## config.mk

```make
export PLATFORM = sky130hd
export DESIGN_NAME = jk_seq_driver
export DESIGN_NICKNAME = d
export VERILOG_FILES = /design/src/rtl/jk_seq_pkg.sv /design/src/rtl/jk_cmd_fifo.sv /design/src/rtl/jk_seq_driver.sv
export SDC_FILE = /design/constraint.sdc
export NUM_CORES = 1
export LEC_CHECK = 0
export CAP_MARGIN = 15
export CORE_MARGIN = 10
export CORE_UTILIZATION = 30
export CTS_CLUSTER_SIZE = 16
export DETAILED_ROUTE_END_ITERATION = 8
export PLACE_DENSITY = 0.47
export SLEW_MARGIN = 40
export SYNTH_ARGS = -nofsm -noshare
export SYNTH_HDL_FRONTEND = slang
export SYNTH_SLANG_ARGS = --single-unit
```

## constraint.sdc

```tcl
create_clock -name clk -period 4.2 [get_ports clk]
set_input_delay 0.63 -clock clk [delete_from_list [all_inputs] [get_ports clk]]
set_output_delay 0.63 -clock clk [all_outputs]
set_load 0.02 [all_outputs]
```

## src/rtl/jk_seq_pkg.sv

```systemverilog
// Shared definitions for the JK flip-flop command sequencer:
// opcodes, FSM state encoding and the default command layout.
package jk_seq_pkg;

    // cmd_op is {j,k}, so each opcode is also the drive pattern it produces.
    localparam logic [1:0] OP_HOLD   = 2'b00;
    localparam logic [1:0] OP_RESET  = 2'b01;
    localparam logic [1:0] OP_SET    = 2'b10;
    localparam logic [1:0] OP_TOGGLE = 2'b11;

    typedef logic [0:0] state_t;
    localparam state_t ST_IDLE = 1'b0;
    localparam state_t ST_RUN  = 1'b1;

    localparam int CMD_RPT_W = 4;

    typedef struct packed {
        logic [1:0]           op;
        logic [CMD_RPT_W-1:0] rpt;
    } cmd_t;

endpackage

```

## src/rtl/jk_cmd_fifo.sv

```systemverilog
// Synchronous FIFO of command entries. DEPTH must be a power of two so
// the pointers wrap naturally.
module jk_cmd_fifo
    import jk_seq_pkg::*;
#(
    parameter int  DEPTH  = 4,
    parameter type item_t = cmd_t
) (
    input  logic                   clk,
    input  logic                   rst,
    input  logic                   push,
    input  item_t                  wdata,
    input  logic                   pop,
    output item_t                  rdata,
    output logic                   full,
    output logic                   empty,
    output logic [$clog2(DEPTH):0] count
);

    localparam int             AW       = $clog2(DEPTH);
    localparam logic [AW:0]    FULL_CNT = (AW+1)'(DEPTH);

    item_t         mem [DEPTH];
    logic [AW-1:0] wr_ptr;
    logic [AW-1:0] rd_ptr;
    logic          push_ok;
    logic          pop_ok;

    assign push_ok = push && !full;
    assign pop_ok  = pop && !empty;
    assign full    = (count == FULL_CNT);
    assign empty   = (count == '0);
    assign rdata   = mem[rd_ptr];

    // NOTE: storage is deliberately left unreset; pointers and count alone
    // decide which entries are valid, so clearing the array buys nothing.
    always_ff @(posedge clk) begin
        if (push_ok) mem[wr_ptr] <= wdata;
    end

    always_ff @(posedge clk or negedge rst) begin
        if (!rst) begin
            wr_ptr <= '0;
            rd_ptr <= '0;
            count  <= '0;
        end else begin
            if (push_ok) wr_ptr <= wr_ptr + 1'b1;
            if (pop_ok)  rd_ptr <= rd_ptr + 1'b1;
            case ({push_ok, pop_ok})
                2'b10:   count <= count + 1'b1;
                2'b01:   count <= count - 1'b1;
                default: count <= count;
            endcase
        end
    end

endmodule

```

## src/rtl/jk_seq_driver.sv

```systemverilog
// Command sequencer driving a downstream JK flip-flop, with a shadow copy
// of its state and a sticky flag for divergence from the fed-back q.
module jk_seq_driver
    import jk_seq_pkg::*;
#(
    parameter int DEPTH = 4,
    parameter int RPT_W = 4
) (
    input  logic                   clk,
    input  logic                   rst,
    input  logic                   cmd_valid,
    output logic                   cmd_ready,
    input  logic [1:0]             cmd_op,
    input  logic [RPT_W-1:0]       cmd_rpt,
    output logic                   j,
    output logic                   k,
    input  logic                   q_fb,
    output logic                   q_pred,
    input  logic                   err_clr,
    output logic                   mismatch,
    output logic                   busy,
    output logic [$clog2(DEPTH):0] fifo_cnt
);

    // Same layout as cmd_t, but with the repeat field sized by RPT_W.
    typedef struct packed {
        logic [1:0]       op;
        logic [RPT_W-1:0] rpt;
    } cmd_req_t;

    cmd_req_t         wcmd;
    cmd_req_t         head;
    logic             full;
    logic             empty;
    logic             pop;
    state_t           state;
    logic [RPT_W-1:0] rpt_cnt;
    logic             chk_en;

    assign wcmd      = '{op: cmd_op, rpt: cmd_rpt};
    assign cmd_ready = !full;
    assign busy      = (state == ST_RUN);
    // Loading the next command on the last repeat cycle keeps commands gap-free.
    assign pop       = !empty && ((state == ST_IDLE) || (rpt_cnt == '0));

    jk_cmd_fifo #(
        .DEPTH  (DEPTH),
        .item_t (cmd_req_t)
    ) u_fifo (
        .clk   (clk),
        .rst   (rst),
        .push  (cmd_valid),
        .wdata (wcmd),
        .pop   (pop),
        .rdata (head),
        .full  (full),
        .empty (empty),
        .count (fifo_cnt)
    );

    always_ff @(posedge clk or negedge rst) begin
        if (!rst) begin
            state   <= ST_IDLE;
            j       <= 1'b0;
            k       <= 1'b0;
            rpt_cnt <= '0;
        end else if (pop) begin
            state    <= ST_RUN;
            {j, k}   <= head.op;
            rpt_cnt  <= head.rpt;
        end else if (state == ST_RUN) begin
            if (rpt_cnt != '0) begin
                rpt_cnt <= rpt_cnt - 1'b1;
            end else begin
                state <= ST_IDLE;
                j     <= 1'b0;
                k     <= 1'b0;
            end
        end
    end

    always_ff @(posedge clk or negedge rst) begin
        if (!rst) begin
            q_pred <= 1'b0;
        end else begin
            case ({j, k})
                OP_HOLD:   q_pred <= q_pred;
                OP_RESET:  q_pred <= 1'b0;
                OP_SET:    q_pred <= 1'b1;
                OP_TOGGLE: q_pred <= ~q_pred;
            endcase
        end
    end

    // chk_en masks the first edge after reset release while q_fb settles.
    always_ff @(posedge clk or negedge rst) begin
        if (!rst) chk_en <= 1'b0;
        else      chk_en <= 1'b1;
    end

    always_ff @(posedge clk or negedge rst) begin
        if (!rst) begin
            mismatch <= 1'b0;
        end else if (chk_en && (q_fb != q_pred)) begin
            mismatch <= 1'b1;
        end else if (err_clr) begin
            mismatch <= 1'b0;
        end
    end

endmodule

```

==> summary.md <==
| Metric | Value |
|---|---|
| Required @ worst endpoint | 4.42 ns |
| Worst relative slew slack | 0.6413 |
| Clock power share | 0.168 |
| P_sw | roughly 0.00053 W |
| R2r endpoint | u_fifo.count[2]$_DFFE_PN0P_ |
| Cell chain of the critical path | inv_1, ha_1, or3b_1, a21oi_2, ha_1, inv_1, fa_1, xor2_1, nor2_1, xor2_1 |
| DRT Pass-1 Iters | 3 |
| Final setup violation count | 0 |
| Detail Placement HPWL | around 2600 um |
| Pint | roughly 0.00096 W |
| Syn Inst Count | 118 |
| CTS Hold Bufs | 0 |
| Netlist cell types | 36 |
| Main synth FF type | edfxtp_1 |
| Logic pwr share | 0.372 |
| Final min period | between 2 and 3 ns |
| Most common library cells after synthesis | 24 x edfxtp_1, 17 x dfrtp_1, 10 x inv_1 |
| Antenna Cells | 0 |
| Share of post-route cells with drive strength above 1 | 0.1702 |
| First-pass GRT wire length | between 6000 and 7000 um |
| Largest net degree at the start of global routing | 18 |
| Synthesized flop and latch total | ~40 |
| Ys async rst share | 0.4146 |
| Total I/O pin count | 20 |
| CP Class | reg2reg |
| RSZ-0062 raised after global routing | false |
| Max Clock Skew | 0.007474 ns |
| Final ANT Viol Nets | 0 |
| Clock transition at the registers of the reported paths | 0.08 ns |
| Die span in y | ~97 um |
| Leak | 0.8204 nW |
| Synthesized area | 0.001793 sq mm |
| Largest stage delay, worst path | ~0.45 ns |
| Detailed-route wire length | between 3000 and 4000 um |
| Synthesized Nets | between 100 and 150 |
| Final setup margin | 1.682 ns |
| Slew @ Worst Pin | 0.5332 ns |
| Drt first-iter violations | 22 |
| Syn-to-layout area delta | 19.40% |
| Synth warn | 0 |
| Setup Buffers After CTS | 0 |
| Hold Crit Class | in2async |
| Pre-CTS setup slack | about 1.7 ns |
| Count leader, synth | edfxtp_1 |
| Fin. max-slew vios | 0 |
| GRT overflow | 0 |
| Post-synth EDFFs | 24 |
| Worst setup path end | u_fifo.count[2]$_DFFE_PN0P_ |
| Reg2Reg Setup Slack | between 1.5 and 2 ns |
| Core area | 0.005851 sq mm |
| Run status | finished clean |
| Fin cells | 216 |
| Syn_area_per_cell | between 15 and 20 sq um |
| Arr. time, crit path | roughly 2.7 ns |
| Final Hold Viols | 0 |
| Crit. path cell count | 10 |
| Largest cells by area after synthesis | edfxtp_1 40%, dfrtp_1 24%, mux4_2 7.5%, ha_1 4.2%, inv_1 2.1% |
| Final Cycle Share | 0.5996 |
| Pwr Density | just under 700 mW/mm^2 |
| Tot GR Track Use | 0.07851 |
| Cell Rows | 28 |
| Flop pwr share | 0.460 |
| CP startpoint | rpt_cnt[0]$_DFFE_PN0P_ |
| Slowest CP cell | or3b_1 |
| Drt via density | about 4.7 |
| DRC | 0 |
| Critical path peak fanout | 5 |
| Critical Path Start Type | flip-flop |
| Placed Cells | 208 |
| Yosys top cell by area | edfxtp_1 |
| Post-DR wirelength/cell | 16.05 um |
| CP Capture Type | flip-flop |
| Part of the Yosys area used for sequential elements | 0.6392 |
| Via count | just over 1k |
| CTS Buffer Depth | 2 |
| Max Clk Rate | between 0.3 and 0.4 GHz |
| IO buf count | 19 |
| Switching Fraction | 0.3545 |
| Via count of the first global-routing pass | between 1k and 1.5k |
| Family with the most delay on the worst path | adder cells |
| Later-pin clock latency in the skew report | roughly 0.29 ns |
| Setup TNS | 0 ns |
| Resized Gates After CTS | 0 |
| CTS tree | done |
| Critical path buffer and inverter count | 2 |
| Starting density of the core | 0.3065 |
| IR drop worst, VDD | approximately 320 uV |
| DIE AREA | roughly 0.0095 sq mm |
| TritonCTS buffer count | 5 |
| R2R depth | 10 |
| H-Tree Depth | 2 |
| Placer Congestion | between 0.8 and 0.9 |
| Util after Layout | 0.3659 |
| Yosys top cell area share | 0.4020 |
| CTS root buffer | clkbuf_8 |
| Sink Count | between 40 and 50 |
| Fin nets | ~160 |
| Critical R2R Launch | rpt_cnt[0]$_DFFE_PN0P_ |
| Antenna violations before repair | 0 |
| Die X | ~100 um |
| Maxcap violations | 0 |
kinds of logic after synthesis:
kind of cell,Yosys count,share of synthesized area
fa+ha+maj,7,0.05303
mux,9,0.09490
other cells,1,0.002092
flops,41,0.6392
simple gates,22,0.07677
xor+xnor,7,0.03419
buf+inv,14,0.03070
compound gates,17,0.06909
power by group through the flow:
stage               clock [W]  combinational [W]  sequential (W)
floorplan                   0           0.000381        0.000671
global placement            0           0.000550        0.000688
detailed placement          0           0.000563        0.000696
CTS                  0.000260           0.000564        0.000688
global route         0.000279           0.000615        0.000706
finish               0.000250           0.000551        0.000682
area by class of cell:
cell class                 count  area, sq um
fill                         546         3710
sequential                    41         1146
multi-input combinational     63        591.8
timing repair buffer          19        185.2
tap                           75        93.84
clock buffer                   5        68.82
inverter                      10        37.54
clock inverter                 3        17.52
placed cells by master, fill, tap and decap left out, drive strengths merged:
cell type / Yosys / layout
a21o: 1 / 1
a21oi: 3 / 3
a221oi: 1 / 1
a22o: 2 / 2
and2: 1 / 1
and3: 4 / 4
buf: 3 / 1
clkbuf: 1 / 5
clkdlybuf4s50: 0 / 18
clkinv: 0 / 3
conb: 1 / 1
dfrtp: 17 / 17
edfxtp: 24 / 24
fa: 1 / 1
ha: 6 / 6
inv: 10 / 10
mux2: 1 / 1
mux2i: 2 / 2
mux4: 6 / 6
nand2: 4 / 4
nand3: 2 / 2
nor2: 2 / 2
nor2b: 2 / 2
nor3: 1 / 1
nor3b: 1 / 1
nor4: 1 / 1
o211ai: 4 / 4
o21ai: 4 / 4
o22ai: 1 / 1
o31a: 1 / 1
or3: 1 / 1
or3b: 2 / 2
or4: 1 / 1
xnor2: 3 / 3
xor2: 4 / 4
worst register-to-register path: stages, from the launching register on:
cell	delay, ns
dfrtp_1	0.43
inv_1	0.08
ha_1	0.19
or3b_1	0.45
a21oi_2	0.26
ha_1	0.22
inv_1	0.06
fa_1	0.37
xor2_1	0.15
nor2_1	0.11
xor2_1	0.15
through the flow:
step                      hold WS [ns]  instance area (sq um)  power (W)
after global routing            0.2770                   2141   0.001600
after floorplan                 0.3344                   1793   0.001052
after global placement          0.4450                   2059   0.001238
after detailed placement        0.4788                   2059   0.001259
final                           0.2624                   2141   0.001483
after CTS                       0.4890                   2146   0.001512
worst min path at each step:
stage                           startpoint              endpoint  cells past startpoint
final                                  rst      chk_en$_DFF_PN0_                      1
after CTS                    k$_DFFE_PN0P_    q_pred$_DFFE_PN0P_                      1
after detailed placement  chk_en$_DFF_PN0_  mismatch$_DFFE_PN0P_                      2
after global placement    chk_en$_DFF_PN0_  mismatch$_DFFE_PN0P_                      2
after global routing                   rst      chk_en$_DFF_PN0_                      1
after floorplan                        rst        busy$_DFF_PN0_                      0
layer usage:
layer	vias up	global-route usage	share of wire
li1	475	-	-
met1	510	0.09099	0.45
met2	19	0.1307	0.49
met3	4	0.03058	0.052
met4	0	0.02349	0.0087
met5	-	0	0
state kept, by name (all words and copies together) (netlist names), 2 cells and up:
register       flops
u_fifo.mem        24
rpt_cnt            4
u_fifo.count       3
u_fifo.rd_ptr      2
u_fifo.wr_ptr      2
Power figures use the tool's default switching activity.
